--- config.mk ---
export PLATFORM = sky130hd
export DESIGN_NAME = qs_enq_mb
export DESIGN_NICKNAME = d
export VERILOG_FILES = /design/src/rtl/qs_pkg.sv /design/src/rtl/qs_enq_bank_rr.sv /design/src/rtl/qs_enq_mb.sv
export SDC_FILE = /design/constraint.sdc
export NUM_CORES = 1
export LEC_CHECK = 0
export BUFFER_PORTS_ARGS = -buffer_cell sky130_fd_sc_hd__buf_4
export CAP_MARGIN = 20
export CELL_PAD_IN_SITES_DETAIL_PLACEMENT = 0
export CELL_PAD_IN_SITES_GLOBAL_PLACEMENT = 2
export CORE_AREA = 2 2 90 92
export DETAILED_ROUTE_END_ITERATION = 16
export DIE_AREA = 0 0 92 94
export GPL_TIMING_DRIVEN = 0
export HOLD_SLACK_MARGIN = 0.1
export PLACE_DENSITY = 0.8
export SKIP_LAST_GASP = 1
export SLEW_MARGIN = 10
export SYNTH_ARGS = -nofsm -noshare
export SYNTH_HDL_FRONTEND = slang
export SYNTH_SLANG_ARGS = --single-unit
--- constraint.sdc ---
create_clock -name clk -period 2.1 [get_ports clk]
set_input_delay 0.42 -clock clk [delete_from_list [all_inputs] [get_ports clk]]
set_output_delay 0.42 -clock clk [all_outputs]
set_load 0.1 [all_outputs]
--- src/rtl/qs_pkg.sv ---
// Shared types and constants for the quicksort enqueue front end.
// Optional feature macro used by qs_enq_mb: QS_ENQ_SOP_RESYNC_EN.
package qs_pkg;

  localparam int QS_W         = 32;
  localparam int QS_N         = 16;
  localparam int QS_BANKS_N   = 2;
  localparam int QS_ADDR_W    = $clog2(QS_N);
  localparam int QS_BANK_ID_W = (QS_BANKS_N > 1) ? $clog2(QS_BANKS_N) : 1;

  typedef logic [QS_W-1:0]         w_t;
  typedef logic [QS_ADDR_W-1:0]    addr_t;
  typedef logic [QS_BANK_ID_W-1:0] bank_id_t;

  typedef enum logic [1:0] {
    BANK_IDLE    = 2'd0,
    BANK_LOADING = 2'd1,
    BANK_READY   = 2'd2,
    BANK_SORTING = 2'd3
  } bank_status_t;

  // Scoreboard entry for one bank; n is the index of the last valid entry.
  typedef struct packed {
    bank_status_t status;
    logic         err;
    addr_t        n;
  } bank_state_t;

  // Enqueue FSM encoding: bit 2 is the input-ready bit, so the ready output
  // is taken straight from the state flop.
  localparam logic [2:0] ST_IDLE   = 3'b000;
  localparam logic [2:0] ST_SETTLE = 3'b001;
  localparam logic [2:0] ST_LOAD   = 3'b100;
  localparam logic [2:0] ST_DRAIN  = 3'b101;

  // Next bank id with wrap at QS_BANKS_N-1.
  function automatic bank_id_t bank_id_inc(input bank_id_t id);
    return (id == bank_id_t'(QS_BANKS_N - 1)) ? '0 : bank_id_t'(id + 1'b1);
  endfunction

endpackage

--- src/rtl/qs_enq_bank_rr.sv ---
// Round-robin bank pointer: advances by one on adv, wrapping BANKS_N-1 -> 0.
module qs_enq_bank_rr #(
  parameter  int BANKS_N   = 2,
  localparam int BANK_ID_W = (BANKS_N > 1) ? $clog2(BANKS_N) : 1
) (
  input  logic                 clk,
  input  logic                 rst_n,
  input  logic                 adv,
  output logic [BANK_ID_W-1:0] idx_r
);

  // Bank pointer register.
  always_ff @(posedge clk or negedge rst_n) begin
    if (!rst_n) begin
      idx_r <= '0;
    end else if (adv) begin
      idx_r <= (idx_r == BANK_ID_W'(BANKS_N - 1)) ? '0 : idx_r + 1'b1;
    end
  end

endmodule

--- src/rtl/qs_enq_mb.sv ---
// Multi-bank enqueue front end: claims the selected bank, streams one
// sop..eop packet into it, publishes READY, then moves to the next bank.
// Packets longer than N entries are truncated and drained with err set.
// Optional macro QS_ENQ_SOP_RESYNC_EN: hunt for sop at packet start and
// restart the packet on any later sop.
module qs_enq_mb
  import qs_pkg::*;
#(
  parameter  int W         = QS_W,
  parameter  int N         = QS_N,
  parameter  int BANKS_N   = QS_BANKS_N,
  localparam int ADDR_W    = $clog2(N),
  localparam int BANK_ID_W = (BANKS_N > 1) ? $clog2(BANKS_N) : 1
) (
  input  logic                 clk,
  input  logic                 rst_n,
  input  logic                 in_vld,
  input  logic                 in_sop,
  input  logic                 in_eop,
  input  logic [W-1:0]         in_dat,
  output logic                 in_rdy_r,
  output logic [BANK_ID_W-1:0] bank_idx_r,
  input  bank_state_t          bank_in_r,
  output logic                 bank_out_vld_r,
  output bank_state_t          bank_out_r,
  output logic                 wr_en_r,
  output logic [ADDR_W-1:0]    wr_addr_r,
  output logic [W-1:0]         wr_data_r
);

  logic [2:0]        state_r;
  logic [ADDR_W-1:0] idx_r;
  logic              err_r;

  logic              accept;
  logic              sop_restart;
  logic              hunt_drop;
  logic [ADDR_W-1:0] wr_idx;
  logic              load_beat;
  logic              drain_eop;
  logic              unused_inputs;

  assign in_rdy_r = state_r[2];
  assign accept   = in_vld & in_rdy_r;

`ifdef QS_ENQ_SOP_RESYNC_EN
  assign sop_restart   = in_sop;
  assign hunt_drop     = (idx_r == '0) & ~in_sop;
  assign unused_inputs = ^{bank_in_r.err, bank_in_r.n};
`else
  assign sop_restart   = 1'b0;
  assign hunt_drop     = 1'b0;
  assign unused_inputs = ^{bank_in_r.err, bank_in_r.n, in_sop};
`endif

  // A restarting sop always lands at address 0.
  assign wr_idx    = sop_restart ? '0 : idx_r;
  assign load_beat = accept & (((state_r == ST_LOAD)  & ~hunt_drop) |
                               ((state_r == ST_DRAIN) &  sop_restart));
  assign drain_eop = accept & (state_r == ST_DRAIN) & ~sop_restart & in_eop;

  // Bank pointer advances during the SETTLE bubble.
  qs_enq_bank_rr #(
    .BANKS_N (BANKS_N)
  ) u_bank_rr (
    .clk   (clk),
    .rst_n (rst_n),
    .adv   (state_r == ST_SETTLE),
    .idx_r (bank_idx_r)
  );

  // Enqueue FSM plus registered memory and scoreboard write ports.
  // NOTE: no memory lives here, so every flop is reset; strobes default low
  // each cycle and are raised only by the branch that needs them.
  always_ff @(posedge clk or negedge rst_n) begin
    if (!rst_n) begin
      state_r        <= ST_IDLE;
      idx_r          <= '0;
      err_r          <= 1'b0;
      bank_out_vld_r <= 1'b0;
      bank_out_r     <= '0;
      wr_en_r        <= 1'b0;
      wr_addr_r      <= '0;
      wr_data_r      <= '0;
    end else begin
      wr_en_r        <= 1'b0;
      bank_out_vld_r <= 1'b0;
      case (state_r)
        ST_IDLE: begin
          if (bank_in_r.status == BANK_IDLE) begin
            bank_out_vld_r <= 1'b1;
            bank_out_r     <= '{status: BANK_LOADING, err: 1'b0, n: '0};
            wr_addr_r      <= '0;
            idx_r          <= '0;
            err_r          <= 1'b0;
            state_r        <= ST_LOAD;
          end
        end
        ST_LOAD, ST_DRAIN: begin
          if (load_beat) begin
            wr_en_r   <= 1'b1;
            wr_data_r <= in_dat;
            wr_addr_r <= wr_idx;
            idx_r     <= wr_idx + 1'b1;
            err_r     <= 1'b0;
            state_r   <= ST_LOAD;
            if (in_eop) begin
              bank_out_vld_r <= 1'b1;
              bank_out_r     <= '{status: BANK_READY, err: 1'b0, n: addr_t'(wr_idx)};
              state_r        <= ST_SETTLE;
            end else if (wr_idx == ADDR_W'(N - 1)) begin
              err_r   <= 1'b1;
              state_r <= ST_DRAIN;
            end
          end else if (drain_eop) begin
            bank_out_vld_r <= 1'b1;
            bank_out_r     <= '{status: BANK_READY, err: err_r, n: addr_t'(N - 1)};
            state_r        <= ST_SETTLE;
          end
        end
        ST_SETTLE: state_r <= ST_IDLE;
        default:   state_r <= ST_IDLE;
      endcase
    end
  end

endmodule

---- Yosys cells after proc, flatten, opt, wreduce, memory -nomap -nowiden ----
Index checks and enable logic that the tools add are counted.
storage, ports and cells
  register bits ........................... 54
  input port bits ......................... 44
  output and inout port bits .............. 47
  logic and storage cells ................. 62
operators by class
  $add $sub $neg .......................... 2
  equal/unequal tests ..................... 8
  mux-type cells .......................... 29
  bitwise logic cells ..................... 4
  reductions and logical operators ........ 8
operators with widths
  operator               number
  $mux W7                4
  $pmux W4 S2            2
  $pmux W7 S2            1
  $mux W1                12
  $mux W3                4
  $mux W4                3
  $eq A3 B3 Y1 const B   2
  $ne A3 B3 Y1 const B   2
  $pmux W3 S2            1
  $add A4 B1 Y4 const B  1
  $and A1 B1 Y1          4
  $eq A4 B4 Y1 const B   1
  $ne A2 B2 Y1 const B   2
  $pmux W1 S2            2
  $reduce_and A2 Y1      2
  $reduce_and A4 Y1      1
  $eq A3 B1 Y1 const B   1
  $logic_not A3 Y1       1
  $reduce_and A3 Y1      1
  $logic_not A2 Y1       1
  $reduce_bool A2 Y1     1
  $reduce_or A2 Y1       1
  $add A1 B1 Y1 const B  1

---- Depth between registers and ports, before layout ----
  depth in word-level cells ............... 6
  mapped depth ............................ 7
  mapped depth without buffers ............ 4

---- Hierarchy ----
From an unflattened synthesis, not the netlist that was laid out.
second synthesis, totals
  cells, all modules ...................... 206
  area total of the unflattened synthesis .. 2,083.2 µm²
by module, submodules not included
  module          times used  cells each  area an instance (µm²)  seq. area each (µm²)
  qs_enq_mb       1           204         2,049.5                 1,301.2
  qs_enq_bank_rr  1           2           33.8                    25.0

---- Least setup slack after synthesis ----
Ideal clock, no wire load.
  path type ............................... reg2reg
  start ................................... register state_r[2]
  end ..................................... register bank_out_r[6] (netlist name)
  library setup time ...................... 0.120 ns
  arrival time ............................ 1.843 ns
  required time ........................... 1.980 ns
  slack ................................... 0.137 ns
  stages on the path, launching flop included .. 5
  buffers on the path ..................... 2
  clock period less this slack ............ 1.963 ns
  cell sequence ........................... dfrtp_1 buf_6 or4_4 buf_6 a21o_1
on the way
  word-level cells in the longest chain between the ends .. 5
  elaborated cells on any way between the ends .. 15
  those cells by class .................... eq/ne (5); mux (2); bitwise (4); reduce/logical (4)
ends and longest elaborated chain
  what                                           line                                               text
  start: declaration                             qs_enq_mb.sv:31                                    logic [2:0] state_r;
  start signal: assignment                       qs_enq_mb.sv:77                                    state_r <= ST_IDLE;
  start signal: assignment                       qs_enq_mb.sv:96                                    state_r <= ST_LOAD;
  start signal: assignment                       qs_enq_mb.sv:106                                   state_r <= ST_LOAD;
  $eq A3 B3 Y1 or $and A1 B1 Y1 (tied branches)  qs_enq_mb.sv:60, qs_enq_mb.sv:88, qs_enq_mb.sv:44
  $and A1 B1 Y1 (2 in series)                    qs_enq_mb.sv:60                                    assign drain_eop = accept & (state_r == ST_DRAIN) & ~sop_restart & in_eop;
  $ne A3 B3 Y1 (no line)                         -
  $reduce_and A4 Y1 (no line)                    -
  end signal: assignment                         qs_enq_mb.sv:92                                    bank_out_r <= '{status: BANK_LOADING, err: 1'b0, n: '0};
  end signal: assignment                         qs_enq_mb.sv:109                                   bank_out_r <= '{status: BANK_READY, err: 1'b0, n: addr_t'(wr_idx)};
  end signal: assignment                         qs_enq_mb.sv:117                                   bank_out_r <= '{status: BANK_READY, err: err_r, n: addr_t'(N - 1)};
  end: declaration                               qs_enq_mb.sv:25                                    output bank_state_t bank_out_r,
Several ways; a longest one is shown, not always the timed one.
A chain may end at the register's enable or synchronous reset.

---- Worst setup path in the final report ----
  start ................................... register state_r[0]
  end ..................................... register wr_data_r[7]
on the way
  word-level cells in the longest chain between the ends .. 3
  elaborated cells on any way between the ends .. 5
  those cells by class .................... eq/ne (2); bitwise (1); reduce/logical (2)
ends and longest elaborated chain
  what                                               line                              text
  $eq A3 B3 Y1, on equally long branches             qs_enq_mb.sv:58, qs_enq_mb.sv:88
  $and A1 B1 Y1 or $reduce_or A2 Y1 (tied branches)  qs_enq_mb.sv:58, qs_enq_mb.sv:88
  $reduce_and A2 Y1 (no line) (*)                    -
  end signal: assignment                             qs_enq_mb.sv:102                  wr_data_r <= in_dat;
  end: declaration                                   qs_enq_mb.sv:28                   output logic [W-1:0] wr_data_r
Every way passes the cells marked *; elsewhere a longest branch is shown, timed or not.

==> metrics.md <==
| Metric | Value |
|---|---|
| Cell Rows | `32` |
| Mean Syn Cell Area | `9.38 µm²` |
| Total Nets Final | `360` |
| CP peak stage delay | `0.46 ns` |
| Most frequent cells in the layout | `nand2_1 (105), buf_4 (85), dfrtp_1 (53), nand3_1 (12), clkbuf_8 (7)` |
| Fillers | `830` |
| Hold_buf cts | `0` |
| Class of the worst hold path | `input port to async pin` |
| First-pass GRT wire length | `8220 µm` |
| ANT cells | `0` |
| Synth cell types | `27` |
| DIE AREA | `8650 µm²` |
| Resized Gates After CTS | `0` |
| CTS tree | `built` |
| Top cell by count, worst path | `nand2_1` |
| RD Place Congestion | `0.685` |
| Initial antenna violation count | `0` |
| Final Max Tran Viols | `0` |
| Total core area | `7610 µm²` |
| Met2 GRT Util | `19.8%` |
| CP Capture Type | `register` |
| Initial cell density of the core | `27.6%` |
| Via count | `1777` |
| Drt total wl | `4930 µm` |
| Final hold violations | `0` |
| Final setup skew | `0.00614 ns` |
| Max-Cap Viols | `0` |
| Vias in the first global route | `1708` |
| Setup TNS | `0 ns` |
| Worst-path clk slew | `0.09 ns` |
| Yosys reg bits | `53` |
| P&R area growth vs syn | `40.9%` |
| Worst path cell trace | `nand3b_1 > inv_2 > buf_4 > buf_2 > nand2_1 > nand2_1` |
| Kind of critical path | `register to register` |
| Share of cells above drive strength 1 | `32.3%` |
| Root Driver | `clkbuf_8` |
| Final Cycle Share | `78.6%` |
| Max Freq | `606 MHz` |
| Sequential-to-total area share from yosys stat | `63.1%` |
| Largest net degree at the start of global routing | `54` |
| Number of remaining DRC errors | `0` |
| Post-synthesis cell count | `224` |
| Htree depth | `2` |
| Yosys warns | `0` |
| Via density | `4.25` |
| Mapped Nets | `269` |
| Area leader, netlist | `dfrtp_1` |
| Post-route ant nets | `0` |
| Die H | `94 µm` |
| Initial drt markers | `82` |
| Io pins | `91` |
| Post-synth top area share | `63.1%` |
| Status | `finished, final reports clean` |
| Total CTS buffers | `5` |
| CP bufs+invs | `3` |
| Met3 usage | `4.17%` |
| GRT overflow | `0` |
| Worst setup SP type | `register` |
| Clock Latency Late Sink | `0.30 ns` |
| Top cells by area, synth | `dfrtp_1 (63%), nand2_1 (19%), nand3_1 (2.9%), o211ai_1 (1.4%), o21ai_1 (1.2%)` |
| Clock period minus final worst setup slack | `1.65 ns` |
| RSZ-0062 raised after global routing | `false` |
| Clk buf depth | `2` |
| Chip Width | `92 µm` |
| Final number of setup-violating endpoints | `0` |
| Post CTS Setup Buffer Count | `0` |
| Post-synthesis cell area | `2100 µm²` |
| IO Port Bufs | `84` |
| Req. time, crit path | `2.35 ns` |
| Relative slew margins | `54.6%` |
| Arrival time at the worst endpoint | `1.90 ns` |
| Worst-margin pin slew | `0.681 ns` |
| TritonRoute pass-1 iters | `4` |
| Met1 GRT Util | `15.3%` |
| Critical Path Fanout Max | `10` |
| Num Clock Sinks | `53` |
| Most Crowded Layer GR | `met2` |
| Dpl hpwl | `3430 µm` |
| Worst r2r path cells | `6` |
| Instance count on the critical path | `6` |
| Total track usage | `12.1%` |
| Family with the most delay on the worst path | `buffers and inverters` |
| Wire per inst | `11.8 µm` |
| Commonest non-fill, non-tap cell in the layout | `nand2_1` |
| Slowest stage cell, crit path | `dfrtp_1` |
routing by layer:
metal  up-vias  part of all wire (%)  wire [µm]
li1        885                     -          -
met1       833                    43       2140
met2        53                    48       2380
met3         6                   7.4        363
met4         0                   1.1         54
met5         -                     0          0
worst reg2reg max path, cell delays in order (launching register included):
cell and delay (ns):
dfrtp_1 0.46, nand3b_1 0.38, inv_2 0.18, buf_4 0.19, buf_2 0.25, nand2_1 0.08
nand2_1 0.06
stage by stage:
stage	cells	util, %	cell area [µm²]	setup WS (ns)	hold WS, ns
floorplan	224	-	2100	0.137	0.124
global placement	410	37.6	2860	0.457	0.459
detailed placement	410	37.6	2860	0.433	0.464
CTS	418	38.9	2960	0.410	0.176
global route	418	38.9	2960	0.223	0.194
finish	418	38.9	2960	0.450	0.157
logic make-up (layout without fill, tap and decap cells):
| kind of cell | count (synthesis) | in the layout | share of synthesized area (%) |
|---|---|---|---|
| mux | 1 | 1 | 0.476 |
| buf+inv | 20 | 112 | 4.70 |
| simple gates | 132 | 132 | 26.2 |
| xor+xnor | 1 | 1 | 0.417 |
| fa+ha+maj | 1 | 1 | 0.595 |
| flops | 53 | 53 | 63.1 |
| compound gates | 16 | 16 | 4.52 |
path summary, 6_finish.rpt:
path | start | slack (ns) | endpoint
hold / removal | rst_n | 0.16 | u_bank_rr.idx_r
hold reg to reg | u_bank_rr.idx_r | 0.48 | u_bank_rr.idx_r
setup reg to reg | state_r[0] | 0.45 | wr_data_r[7]
min in group clk | in_dat[8] | 0.30 | wr_data_r[8]
setup / recovery | state_r[0] | 0.45 | wr_data_r[7]
max in group asynchronous | rst_n | 1.49 | wr_data_r[23]
synth_stat cells:
library cell  count
o31ai_1           1
o211ai_1          4
ha_1              1
nand4_1           3
inv_2             1
clkbuf_1          6
nor2_1            4
inv_1             6
o21ai_0           3
and3_1            1
nand2b_1          2
or4_4             1
or2_0             1
nand3b_1          1
or3_1             1
buf_6             2
nor4_2            1
a21o_1            1
o21ai_1           5
buf_2             4
xnor2_1           1
nand2_1         105
dfrtp_1          53
nand3_1          12
mux2i_1           1
a21oi_1           2
buf_4             1
flip-flops by register name, summed over array words and instances, names as in the netlist:
register         flops
bank_out_vld_r       1
wr_en_r              1
wr_addr_r            4
bank_out_r           7
wr_data_r           32
idx_r                4
err_r                1
state_r              2
u_bank_rr.idx_r      1
final cells by class:
type                       instances  area [µm²]  area share [%]
sequential                        53        1330            44.8
multi-input combinational        151         677            22.9
timing repair buffer              84         631            21.3
tap                              102         128            4.31
clock buffer                       7        96.3            3.25
buffer                            13        72.6            2.45
inverter                           7        26.3           0.887
clock inverter                     1        5.00           0.169
Power is left out: the tool's default activity adds up to more than one toggle a clock period on the data nets, which glitch-free logic cannot reach.
